`src/rtl/axis_demux_1_2.sv`:
```
// AXI-Stream 1:2 demultiplexer with packet-atomic routing.
// Each output has a main register plus a one-entry skid register.

module axis_demux_slice #(
    parameter int DW = 8
) (
    input  logic          clk,
    input  logic          rst,
    input  logic          in_valid,
    input  logic [DW-1:0] in_data,
    input  logic          in_last,
    output logic [DW-1:0] m_tdata,
    output logic          m_tvalid,
    output logic          m_tlast,
    input  logic          m_tready,
    output logic          skid_full_next
);

    logic          main_v_q, main_v_d;
    logic [DW-1:0] main_data_q, main_data_d;
    logic          main_last_q, main_last_d;
    logic          skid_v_q, skid_v_d;
    logic [DW-1:0] skid_data_q, skid_data_d;
    logic          skid_last_q, skid_last_d;
    logic          drain;

    always_comb begin
        main_v_d    = main_v_q;
        main_data_d = main_data_q;
        main_last_d = main_last_q;
        skid_v_d    = skid_v_q;
        skid_data_d = skid_data_q;
        skid_last_d = skid_last_q;
        drain       = main_v_q & m_tready;

        // The top holds s_tready low whenever a skid is full, so no new
        // beat can arrive while the skid is occupied.
        if (skid_v_q) begin
            if (drain) begin
                main_v_d    = 1'b1;
                main_data_d = skid_data_q;
                main_last_d = skid_last_q;
                skid_v_d    = 1'b0;
            end
        end else if (in_valid) begin
            if (!main_v_q || drain) begin
                main_v_d    = 1'b1;
                main_data_d = in_data;
                main_last_d = in_last;
            end else begin
                skid_v_d    = 1'b1;
                skid_data_d = in_data;
                skid_last_d = in_last;
            end
        end else if (drain) begin
            main_v_d = 1'b0;
        end
    end

    always_ff @(posedge clk) begin
        if (!rst) begin
            main_v_q    <= 1'b0;
            main_data_q <= '0;
            main_last_q <= 1'b0;
            skid_v_q    <= 1'b0;
            skid_data_q <= '0;
            skid_last_q <= 1'b0;
        end else begin
            main_v_q    <= main_v_d;
            main_data_q <= main_data_d;
            main_last_q <= main_last_d;
            skid_v_q    <= skid_v_d;
            skid_data_q <= skid_data_d;
            skid_last_q <= skid_last_d;
        end
    end

    assign m_tdata        = main_data_q;
    assign m_tvalid       = main_v_q;
    assign m_tlast        = main_last_q;
    assign skid_full_next = skid_v_d;

endmodule

// state | meaning
// IDLE  | no packet in progress; next accepted beat is routed by sel
// BUSY  | packet in progress; beats routed by dest_q, sel ignored
module axis_demux_1_2 #(
    parameter int DW = 8
) (
    input  logic          clk,
    input  logic          rst,
    input  logic          sel,
    input  logic [DW-1:0] s_tdata,
    input  logic          s_tvalid,
    input  logic          s_tlast,
    output logic          s_tready,
    output logic [DW-1:0] m1_tdata,
    output logic          m1_tvalid,
    output logic          m1_tlast,
    input  logic          m1_tready,
    output logic [DW-1:0] m2_tdata,
    output logic          m2_tvalid,
    output logic          m2_tlast,
    input  logic          m2_tready
);

    typedef enum logic {
        IDLE = 1'b0,
        BUSY = 1'b1
    } state_t;

    state_t state_q, state_d;
    logic   dest_q, dest_d;
    logic   s_tready_q, s_tready_d;
    logic   accept;
    logic   route;
    logic   to_m1, to_m2;
    logic   skid1_full_next, skid2_full_next;

    always_comb begin
        state_d = state_q;
        dest_d  = dest_q;
        accept  = s_tvalid & s_tready_q;
        route   = (state_q == IDLE) ? sel : dest_q;
        to_m1   = accept & route;
        to_m2   = accept & ~route;

        if (accept) begin
            if (state_q == IDLE) begin
                dest_d = sel;
            end
            state_d = s_tlast ? IDLE : BUSY;
        end

        s_tready_d = ~skid1_full_next & ~skid2_full_next;
    end

    always_ff @(posedge clk) begin
        if (!rst) begin
            state_q    <= IDLE;
            dest_q     <= 1'b0;
            s_tready_q <= 1'b0;
        end else begin
            state_q    <= state_d;
            dest_q     <= dest_d;
            s_tready_q <= s_tready_d;
        end
    end

    assign s_tready = s_tready_q;

    axis_demux_slice #(.DW(DW)) u_slice_m1 (
        .clk            (clk),
        .rst            (rst),
        .in_valid       (to_m1),
        .in_data        (s_tdata),
        .in_last        (s_tlast),
        .m_tdata        (m1_tdata),
        .m_tvalid       (m1_tvalid),
        .m_tlast        (m1_tlast),
        .m_tready       (m1_tready),
        .skid_full_next (skid1_full_next)
    );

    axis_demux_slice #(.DW(DW)) u_slice_m2 (
        .clk            (clk),
        .rst            (rst),
        .in_valid       (to_m2),
        .in_data        (s_tdata),
        .in_last        (s_tlast),
        .m_tdata        (m2_tdata),
        .m_tvalid       (m2_tvalid),
        .m_tlast        (m2_tlast),
        .m_tready       (m2_tready),
        .skid_full_next (skid2_full_next)
    );

endmodule

```
`config.mk`:
```
export PLATFORM = sky130hd
export DESIGN_NAME = axis_demux_1_2
export DESIGN_NICKNAME = d
export VERILOG_FILES = /design/src/rtl/axis_demux_1_2.sv
export SDC_FILE = /design/constraint.sdc
export NUM_CORES = 1
export LEC_CHECK = 0
export BUFFER_PORTS_ARGS = -buffer_cell sky130_fd_sc_hd__buf_4
export CORE_AREA = 4 4 64 77
export DETAILED_ROUTE_END_ITERATION = 10
export DIE_AREA = 0 0 68 81
export PLACE_DENSITY = 0.72
export RECOVER_POWER = 25
export SYNTH_ARGS = -nofsm -noshare
export SYNTH_HDL_FRONTEND = slang
export SYNTH_SLANG_ARGS = --single-unit
```
`constraint.sdc`:
```
create_clock -name clk -period 1.4 [get_ports clk]
set_input_delay 0.14 -clock clk [delete_from_list [all_inputs] [get_ports clk]]
set_output_delay 0.14 -clock clk [all_outputs]
set_load 0.01 [all_outputs]
```
; ---- Word-level counts from Yosys, hierarchy flattened
; Cells that the tools add are included.
[word_totals]
ff_bits = 43
mem_count = 0
input_bits = 15
romBits = 0
output_inout_bits = 21
mem_bits_rw = 0
latch_bits = 0
[op_classes]
n_eq_ne = 4
mul = 0
mux = 36
reduce_logical = 16
shift = 0
addsub = 0
n_bitwise = 13
n_lt_le_gt_ge = 0
div = 0
[ops]
columns = op, count
row1 = $mux 8, 8
row2 = $mux 1, 28
row3 = $reduce_and 3->1, 6
row4 = $reduce_bool 2->1, 6
row5 = $not 1->1, 7
row6 = $and 1x1->1, 6
row7 = $ne 3x1->1 const B, 2
row8 = $ne 2x2->1 const B, 2
row9 = $logic_not 1->1, 2
row10 = $logic_or 1x1->1, 2

; ---- Longest topological paths before layout
[depth]
word_depth = 7
depth_mapped = 5
depth_no_buf = 3

; ---- Hierarchy
; From an unflattened synthesis, not the netlist that was laid out.
[unflattened]
hier_cells = 203
hier_area_um2 = 1930.6
[modules_own_cells]
columns = module, area_each_um2, n_inst, seq_area_each_um2, cells_each
row1 = axis_demux_slice, 899.6, 2, 400.4, 94
row2 = axis_demux_1_2, 131.4, 1, 60.1, 15

; ---- Worst setup path before layout
; No wires, ideal clock.
[synth_path]
path_type = reg2reg
startpoint = reg state_q
endpoint = reg u_slice_m1.main_data_q[0], in the netlist u_slice_m1.m_tdata[0]
period_less_slack_ns = 1.330
path_stages_with_launch = 5
slack_ns = 0.070
path_buffers = 1
t_arrival_ns = 1.259
required_time_ns = 1.328
setup_ns = 0.072
cell_sequence = dfxtp_1 mux2_2 o2111ai_1 buf_4 mux2i_1
[synth_via]
elab_chain_len = 4
[synth_lines]
columns = item, line_no
row1 = start: declaration, 113  ; state_t state_q, state_d;
row2 = start signal: assignment, 145  ; state_q <= state_d;
row3 = $mux 1, n/a
row4 = $and 1x1->1, 126  ; to_m1 = accept & route;
row5 = $reduce_bool 2->1 (no line), n/a
row6 = $reduce_and 3->1 (no line), n/a
row7 = end signal: assignment, 70  ; main_data_q <= main_data_d;
row8 = end: declaration, 20  ; logic [DW-1:0] main_data_q, main_data_d;
; No other way between the ends.
; A chain may end at the register's enable or synchronous reset.

; ---- Final worst setup path
[layout_path]
startpoint = reg state_q
endpoint = reg u_slice_m1.skid_data_q[3]
[layout_via]
elab_chain_len = 3
[layout_lines]
columns = item, line_no
row1 = $mux 1, n/a
row2 = $and 1x1->1, 126
row3 = $reduce_and 3->1 (no line), n/a
row4 = end signal: assignment, 73  ; skid_data_q <= skid_data_d;
row5 = end: declaration, 23  ; logic [DW-1:0] skid_data_q, skid_data_d;
; No other way between the ends.

==> flow_metrics.tcl <==
set metrics [dict create \
    outcome "completed" \
    regArea_um2 863 \
    post_cts_buffers 0 \
    path_cells "mux2i_2 -> nor4_2 -> buf_6 -> mux2i_1" \
    drv_slew 0 \
    cp_slowest_stage_delay_ns 0.35 \
    crit_arrival_ns 1.59 \
    syn_inst 213 \
    path_class "flip-flop to flip-flop" \
    p_per_area_nw_per_um2 1040 \
    nFillCells 410 \
    ys_seq_elements 43 \
    grt_pass1_wl_um 6820 \
    io_pins 36 \
    cts_sinks 43 \
    worst_pin_slew_ns 0.350 \
    cts-buffers-inserted 5 \
    grtUsageTotal 0.164 \
    finalCritPeriodShare 0.982 \
    p_total_w 0.00255 \
    clk_path_buf_depth 2 \
    power.leakage_nw 1.13 \
    yosysSeqAreaShare 0.434 \
    syn_nets 228 \
    finalNetCount 267 \
    die_h_um 81 \
    vias 1540 \
    yosys_most_used_dff "dfxtp_1" \
    drt_iter0_markers 70 \
    cts_tree "built" \
    critical_path_required_ns 1.62 \
    drive_above_1_share 0.289 \
    post_cts_hold_buffer_count 0 \
    synthDistinctLibCells 27 \
    clk_latency_ns 0.29 \
    rr_worst_depth 4 \
    die_area_um2 5510 \
    period_needed_ns 1.37 \
    grt_overflow 0 \
    drc 0 \
    gp_congestion 0.798 \
    cp_max_fo 10 \
    endpoint_kind "flip-flop" \
    area_growth_pct 24.1 \
    rows 26 \
    peakVddDrop_v 0.000706 \
    multi_input_area_um2 1050 \
    grt_antenna_before_repair 0 \
    cp-start-kind "flip-flop" \
    viasPerCell 4.98 \
    finalSetupViolCount 0 \
    drtAntennaViolNets 0 \
    fin_ws_ns 0.0255 \
    avgRoutedWirePerCell_um 13.3 \
    maxCapViolCount 0 \
    reg2reg_slack_ns 0.03 \
    core-area_um2 4230 \
    clk_pin_slew_worst_paths_ns 0.08 \
    portBuffers 35 \
    max_freq_mhz 728 \
    cts_root_buf "clkbuf_8" \
    num_antenna_cells 0 \
    async_flop_share 0 \
    htree_levels 2 \
    finalHoldViolCount 0 \
    rsz0062_at_grt "true" \
    maxSlewHeadroom 0.762 \
    avgSynthCellArea_um2 9.32 \
    first_global_vias 1514 \
    pre_cts_slack_ns -0.0358 \
    dr.pass1.iters 4 \
    hold_path_depth 4 \
    wl_um 4110 \
    dp_hpwl_um 2920 \
    die_x_um 68 \
    start_util 0.470 \
    synth_edf_count 0 \
    synthesis.area_um2 1990 \
    hold_path.class "input pin to flip-flop" \
    grt_max_degree 42 \
    slowest_stage "dfxtp_2" \
    finalClockSkew_ns 0.00311 \
    ys.warnings.count 0 \
]
==> registers in the layout, summed over array words and instances, names as in the netlist <==
| signal | count |
|---|---|
| u_slice_m1.skid_data_q | 8 |
| s_tready | 1 |
| dest_q | 1 |
| u_slice_m2.m_tlast | 1 |
| u_slice_m1.skid_last_q | 1 |
| u_slice_m2.skid_last_q | 1 |
| u_slice_m2.skid_data_q | 8 |
| u_slice_m1.m_tvalid | 1 |
| u_slice_m2.m_tdata | 8 |
| u_slice_m2.skid_v_q | 1 |
| u_slice_m2.m_tvalid | 1 |
| u_slice_m1.m_tlast | 1 |
| u_slice_m1.skid_v_q | 1 |
| u_slice_m1.m_tdata | 8 |
| state_q | 1 |
==> worst max-delay path: cells and delay by family (launching register included) <==
kind | cells | cell delay (ns)
muxes | 2 | 0.42
buffers and inverters | 1 | 0.23
DFF | 1 | 0.35
and+or+nand+nor | 1 | 0.31
==> routing by layer <==
layer	GRT usage	up-vias	routed length, µm
met4	0.0537	0	65
met3	0.0512	7	236
li1	-	793	-
met2	0.278	34	1980
met5	0	-	0
met1	0.194	706	1830
==> cells by family after synthesis <==
| family | share of synthesized area |
|---|---|
| buffers and inverters | 0.0460 |
| muxes | 0.296 |
| AOI/OAI and AO/OA | 0.0542 |
| DFF | 0.434 |
| and+or+nand+nor | 0.170 |
==> stage by stage <==
step           hold slack, ns  std cells  cell area (µm²)  TNS, ns   util
3_3_place_gp            0.433        300             2340        0  0.553
2_1_floorplan           0.302        213             1990        0      -
4_1_cts                 0.118        309             2470        0  0.583
5_1_grt                 0.116        309             2460   -0.423  0.583
6_report                0.119        309             2460        0  0.583
3_5_place_dp            0.433        300             2340  -0.0640  0.553
==> cell usage after synthesis, types with 2 or more instances <==
library cell | n | area (µm²)
o21ai_0 | 3 | 15.0
nand2_1 | 68 | 255
buf_2 | 7 | 35.0
a21boi_0 | 3 | 22.5
nand2b_1 | 5 | 31.3
mux2i_1 | 36 | 360
clkbuf_1 | 5 | 18.8
or3_1 | 2 | 12.5
dfxtp_1 | 43 | 861
mux2_2 | 19 | 214
a21o_1 | 2 | 15.0
nor2_1 | 2 | 7.51
inv_1 | 2 | 7.51
buf_4 | 2 | 15.0
o2111ai_1 | 2 | 17.5
==> worst paths after layout <==
path                             startpoint                   endpoint
hold / removal                    m1_tready        u_slice_m1.skid_v_q
setup reg to reg                    state_q  u_slice_m1.skid_data_q[3]
hold reg to reg   u_slice_m1.skid_data_q[7]  u_slice_m1.skid_data_q[7]
setup / recovery                    state_q  u_slice_m1.skid_data_q[3]
==> power by group <==
group	internal [W]	total [W]	switching, W	leakage [nW]
registers	0.00125	0.00128	0.0000224	0.349
logic	0.000143	0.000280	0.000137	0.724
clock network	0.000577	0.000994	0.000416	0.0612
total	0.00197	0.00255	0.000575	1.13
==> cells in the final DEF (no fill, tap or decap) <==
| cell type | Yosys | layout |
|---|---|---|
| mux2_4 | 0 | 1 |
| buf_4 | 2 | 35 |
| a21bo_2 | 1 | 1 |
| a21o_1 | 2 | 2 |
| bufinv_16 | 0 | 1 |
| o2111ai_1 | 2 | 1 |
| nand2_1 | 68 | 68 |
| or3_1 | 2 | 2 |
| o21ai_0 | 3 | 3 |
| nand2b_1 | 5 | 5 |
| inv_1 | 2 | 2 |
| clkinv_2 | 0 | 1 |
| buf_12 | 0 | 1 |
| and2_0 | 1 | 1 |
| a21oi_1 | 1 | 1 |
| mux2_2 | 19 | 18 |
| dfxtp_2 | 0 | 2 |
| dfxtp_1 | 43 | 41 |
| mux2i_1 | 36 | 36 |
| nor2_1 | 2 | 2 |
| clkbuf_1 | 5 | 9 |
| nor4_2 | 1 | 1 |
| a211oi_1 | 1 | 1 |
| o2111ai_4 | 0 | 1 |
| mux2i_2 | 1 | 1 |
| buf_6 | 1 | 3 |
| and3_1 | 1 | 1 |
| a21boi_0 | 3 | 3 |
| a31oi_1 | 1 | 1 |
| clkbuf_8 | 0 | 6 |
| nand4_1 | 1 | 1 |
| a31o_2 | 1 | 1 |
==> layout make-up <==
type / instances / share of cell area
multi-input cells: 152 / 0.428
inverters: 2 / 0.00305
clock inverters: 2 / 0.0142
flip-flops and latches: 43 / 0.350
well taps: 56 / 0.0284
repair buffers: 48 / 0.142
clock buffers: 6 / 0.0335
==> repair_timing <==
action / 4_1_cts / 5_1_grt
setup endpoints to repair: 12 / 27
resized for setup: 3 / 7
gates cloned: 1 / 0
(Power assumes the default switching activity.)
